<file path="src/rtl/dct_row_sequencer.sv">
// Gathers a raster pixel stream into LANES-wide rows, issues each row to the
// row-DCT with a start/done handshake and tracks rows/blocks.

module dct_row_lane #(
  parameter int PIX_W = 8,
  parameter int CW    = 3,
  parameter int IDX   = 0
) (
  input  logic             clk,
  input  logic             rst,
  input  logic             wr_en_i,
  input  logic [CW-1:0]    col_i,
  input  logic [PIX_W-1:0] pix_i,
  output logic [PIX_W-1:0] lane_o
);
  logic [PIX_W-1:0] lane_q;

  always_ff @(posedge clk) begin
    if (rst)                                 lane_q <= '0;
    else if (wr_en_i && col_i == CW'(IDX))   lane_q <= pix_i;
  end

  assign lane_o = lane_q;
endmodule

module dct_row_sequencer #(
  parameter int PIX_W       = 8,
  parameter int LANES       = 8,
  parameter int ROWS        = 8,
  parameter int LEVEL_SHIFT = 1,
  parameter int CNT_W       = 16,
  localparam int RW = (ROWS  > 1) ? $clog2(ROWS)  : 1,
  localparam int CW = (LANES > 1) ? $clog2(LANES) : 1
) (
  input  logic                   clk,
  input  logic                   rst,
  input  logic                   in_valid,
  input  logic [PIX_W-1:0]       in_pixel,
  output logic                   in_ready,
  output logic [PIX_W*LANES-1:0] dct_row,
  output logic                   dct_start,
  input  logic                   dct_done,
  output logic [RW-1:0]          row_idx,
  output logic                   block_start,
  output logic                   block_done,
  output logic [CNT_W-1:0]       blk_count,
  output logic                   seq_err
);
  typedef enum logic [1:0] {FILL, ISSUE, WAIT} state_t;

  localparam logic [CW-1:0] LAST_COL = CW'(LANES - 1);
  localparam logic [RW-1:0] LAST_ROW = RW'(ROWS - 1);
  // Flipping the MSB turns an unsigned pixel into pixel-128 in two's complement.
  localparam logic [PIX_W-1:0] SHIFT_MASK =
    (LEVEL_SHIFT != 0) ? {1'b1, {(PIX_W-1){1'b0}}} : '0;

  state_t           state_q, state_d;
  logic [CW-1:0]    col_q, col_d;
  logic [RW-1:0]    row_q, row_d;
  logic [CNT_W-1:0] blk_q, blk_d;
  logic             in_ready_q, start_q, bstart_q, bdone_q, err_q;
  logic [RW-1:0]    row_idx_q;
  logic             xfer, last_done;
  logic [PIX_W-1:0] pix_st;
  logic [LANES-1:0][PIX_W-1:0] lanes;

  assign xfer      = in_valid && in_ready_q && (state_q == FILL);
  assign last_done = (state_q == WAIT) && dct_done && (row_q == LAST_ROW);
  assign pix_st    = in_pixel ^ SHIFT_MASK;

  always_comb begin
    state_d = state_q;
    col_d   = col_q;
    row_d   = row_q;
    blk_d   = blk_q;
    case (state_q)
      FILL: if (xfer) begin
        if (col_q == LAST_COL) begin
          col_d   = '0;
          state_d = ISSUE;
        end else begin
          col_d = col_q + 1'b1;
        end
      end
      ISSUE: state_d = WAIT;
      WAIT: if (dct_done) begin
        state_d = FILL;
        if (row_q == LAST_ROW) begin
          row_d = '0;
          blk_d = blk_q + 1'b1;
        end else begin
          row_d = row_q + 1'b1;
        end
      end
      default: state_d = FILL;
    endcase
  end

  // Strobes are registered from the next state so each output lines up with
  // the state it describes without any combinational path from the inputs.
  always_ff @(posedge clk) begin
    if (rst) begin
      state_q    <= FILL;
      col_q      <= '0;
      row_q      <= '0;
      blk_q      <= '0;
      in_ready_q <= 1'b0;
      start_q    <= 1'b0;
      row_idx_q  <= '0;
      bstart_q   <= 1'b0;
      bdone_q    <= 1'b0;
      err_q      <= 1'b0;
    end else begin
      state_q    <= state_d;
      col_q      <= col_d;
      row_q      <= row_d;
      blk_q      <= blk_d;
      in_ready_q <= (state_d == FILL);
      start_q    <= (state_d == ISSUE);
      if (state_d == ISSUE) row_idx_q <= row_q;
      bstart_q   <= xfer && (row_q == '0) && (col_q == '0);
      bdone_q    <= last_done;
      if (dct_done && state_q != WAIT) err_q <= 1'b1;
    end
  end

  for (genvar k = 0; k < LANES; k++) begin : g_lane
    dct_row_lane #(.PIX_W(PIX_W), .CW(CW), .IDX(k)) u_lane (
      .clk     (clk),
      .rst     (rst),
      .wr_en_i (xfer),
      .col_i   (col_q),
      .pix_i   (pix_st),
      .lane_o  (lanes[k])
    );
  end

  assign dct_row     = lanes;
  assign in_ready    = in_ready_q;
  assign dct_start   = start_q;
  assign row_idx     = row_idx_q;
  assign block_start = bstart_q;
  assign block_done  = bdone_q;
  assign blk_count   = blk_q;
  assign seq_err     = err_q;
endmodule

</file>
<file path="config.mk">
export PLATFORM = sky130hd
export DESIGN_NAME = dct_row_sequencer
export DESIGN_NICKNAME = d
export VERILOG_FILES = /design/src/rtl/dct_row_sequencer.sv
export SDC_FILE = /design/constraint.sdc
export NUM_CORES = 1
export LEC_CHECK = 0
export CELL_PAD_IN_SITES_DETAIL_PLACEMENT = 1
export CELL_PAD_IN_SITES_GLOBAL_PLACEMENT = 2
export CORE_ASPECT_RATIO = 0.9
export CORE_MARGIN = 4
export CORE_UTILIZATION = 40
export DETAILED_ROUTE_END_ITERATION = 12
export DONT_BUFFER_PORTS = 1
export PLACE_DENSITY_LB_ADDON = 0.1
export SYNTH_ARGS = -nofsm -noshare
export SYNTH_HDL_FRONTEND = slang
export SYNTH_HIERARCHICAL = 1
export SYNTH_SLANG_ARGS = --single-unit
</file>
<file path="constraint.sdc">
create_clock -name clk -period 6.35 [get_ports clk]
set_clock_uncertainty 0.2 [all_clocks]
set_input_delay 0 -clock clk [delete_from_list [all_inputs] [get_ports clk]]
set_output_delay 0 -clock clk [all_outputs]
set_load 0.01 [all_outputs]
</file>
==> results.cfg <==
[status]
status = completed

[logic_synthesis]
async_reset_ff_share_pct = 0
synthFlopType = dfxtp_1
post_synth.cell_area_avg_um2 = 9.828
yosys_warnings = 6
syn_nets = 459
synth-seq-cells = 96
synth_edf_count = 0
ys_types = 33
syn-instance-count = 440
seq_area_frac_synth_pct = 44.44
syn-cell-area_um2 = 4324

[clock_tree]
htree_levels = 3
clockRootBuffer = clkbuf_16
cts_buffers = 9
cts_setup_buffers = 0
clk_latency_ns = 0.33
tritoncts = done
clk_pin_slew_worst_paths_ns = 0.07
cts_resized = 0
cts_buffer_depth = 2
cts_num_sinks = 96

[critical_path]
cp.required_ns = 6.37
worstSetupPathType = reg -> reg
crit_chain = ha_1 -> ha_1 -> nand4b_1 -> or4_4 -> nor4_1 -> mux2_2
crit_path_top_delay_cell = or4_4
crit_top_cell = ha_1
cp_num_buf_inv = 0
cpPeakStageDelay_ns = 0.68
crit_family = simple AND/OR/NAND/NOR gates
crit_path_end_kind = register
start_kind = register
cp.arrival_ns = 2.82
critPathMaxFanout = 11

[route]
viasPerCell = 5.138
drt-initial-drc-count = 172
antenna_left = 0
vias = 2970
dr.pass1.iters = 4
wl_per_cell_um = 17.99
drc = 0
wl_um = 10400

[final_layout]
post_route_cells_drive_above_1_share_pct = 4.911
final_util_pct = 46.29
fillCellCount = 1164
final_area_um2 = 4805
final_common_cell = nand2b_1
syn2layout_area_growth_pct = 11.11
nets = 462
multi_input_area_um2 = 2225
mostFrequentLayoutCells = nand2b_1, dfxtp_1, mux2i_1
seq_area_um2 = 1922

[floorplan]
dieArea_um2 = 12540
core_area_um2 = 10380
rows = 35
start_util_pct = 41.66
die_x_um = 117.6
die_y_um = 106.6
num_io_pins = 100

[sta]
tightest_slew_ns = 0.6972
max_freq_mhz = 357.1
finalSetupViolCount = 0
final-hold-violation-count = 0
rsz0062_at_grt = no
setup_tns_ns = 0
maxSlewViolCount = 0
layout_min_cycle_time_ns = 2.800
period_share_pct = 44.10
slew_headroom_pct = 53.32

[global_route]
grt_max_degree = 163
grt_pass1_vias = 3064
antenna_found_initial = 1
grt_use_total_pct = 16.88
grt-ovfl-total = 0
grt_pass1_wl_um = 16950

[pwr]
power_frac_clock_pct = 44.8
leakage_nw = 1.638
p_switching_uw = 268.9
p_sw_share_pct = 21.80
power_frac_comb_pct = 5.3
vdd_drop_max_mv = 0.1110
powerDensity_nw_per_um2 = 256.7
pwr-share-seq_pct = 49.9
intPower_uw = 964.6

[placed_design]
dpl-instance-area_um2 = 4345
routabilityCongestion = 0.7018
hpwl_um = 6826
port_buffers = 0

[min_path]
min_path_type = in -> reg

[job]
cap_violations = 0
## stage by stage
stage,hold WS (ns),instances,power [mW],setup slack [ns]
finish,0.2699,578,1.234,3.550
global route,0.2847,578,1.288,3.373
CTS,0.2595,577,1.257,3.527
detailed placement,-0.1107,548,0.6679,3.533
global placement,-0.1096,548,0.6664,3.673
floorplan,-0.05941,440,0.6691,4.152
## cells in the mapped netlist, types with 5 or more instances
| library cell | number | area [um2] |
|---|---|---|
| dfxtp_1 | 96 | 1922 |
| buf_6 | 8 | 90.09 |
| xnor2_1 | 7 | 61.31 |
| a21oi_1 | 14 | 70.07 |
| nor2_1 | 25 | 93.84 |
| nand2_1 | 14 | 52.55 |
| nand4_1 | 5 | 31.28 |
| mux2i_1 | 66 | 660.6 |
| nand3_1 | 8 | 40.04 |
| ha_1 | 7 | 87.58 |
| clkbuf_1 | 12 | 45.04 |
| nand2b_1 | 129 | 807.0 |
| inv_1 | 9 | 33.78 |
## timing repair
action	4_1_cts	5_1_grt
endpoints found under the hold margin	96	0
setup endpoints to repair	0	0
hold buffers	13	0
## power by group through the flow
stage	logic (mW)	clock network [mW]	registers [mW]
5_1_grt	0.0726	0.599	0.616
2_1_floorplan	0.0415	0	0.628
6_report	0.0648	0.553	0.616
4_1_cts	0.0661	0.575	0.616
3_3_place_gp	0.0366	0	0.630
3_5_place_dp	0.0382	0	0.630
## worst paths after layout
path | to | slack, ns | cells after the start | from
worst max-delay path | blk_count[15] | 3.55 | 6 | row_q[0]
worst min register to register | row_idx[2] | 0.32 | 2 | row_idx[2]
worst min-delay path | seq_err | 0.27 | 3 | dct_done
worst max register to register | blk_count[15] | 3.55 | 6 | row_q[0]
## cell families (layout without fill, tap and decap cells)
logic type	Yosys count	in the layout	share of synthesized area, %
AND/OR/NAND/NOR	211	211	29.63
other	0	1	0
XOR/XNOR	9	9	1.823
AO/OA/AOI/OAI	18	18	2.170
multiplexers	68	68	15.80
adder cells (fa/ha/maj)	7	7	2.025
buffers and inverters	31	39	4.109
flip-flops	96	96	44.44
## state kept, by name, indices dropped and copies added, names as in the netlist, 2 cells and up
register              flops
blk_count                16
row_idx                   3
g_lane.u_lane/lane_o     64
row_q                     3
col_q                     3
state_q                   2
## metal layers
metal  up-vias  routed length [um]  track usage (%)
li1       1470                   -                -
met1      1431                4719            21.29
met2        65                4706            26.77
met3         4                 912            7.384
met4         0                  57            4.017
met5         -                   0                0
## worst min-delay path: cells and delay by family
kind                   cells  cell delay [ns]
AOI/OAI and AO/OA          1             0.08
buffers and inverters      1             0.61
and+or+nand+nor            1             0.07
## layout make-up
type	count	area share, %
Multi-Input combinational cell	313	46.30
Sequential cell	96	40.00
Clock buffer	12	5.339
Tap cell	129	3.359
Timing Repair Buffer	13	3.073
Clock inverter	4	1.094
Inverter	10	0.7812
Antenna cell	1	0.05208
Note: power is estimated with default switching activity, not from simulation.
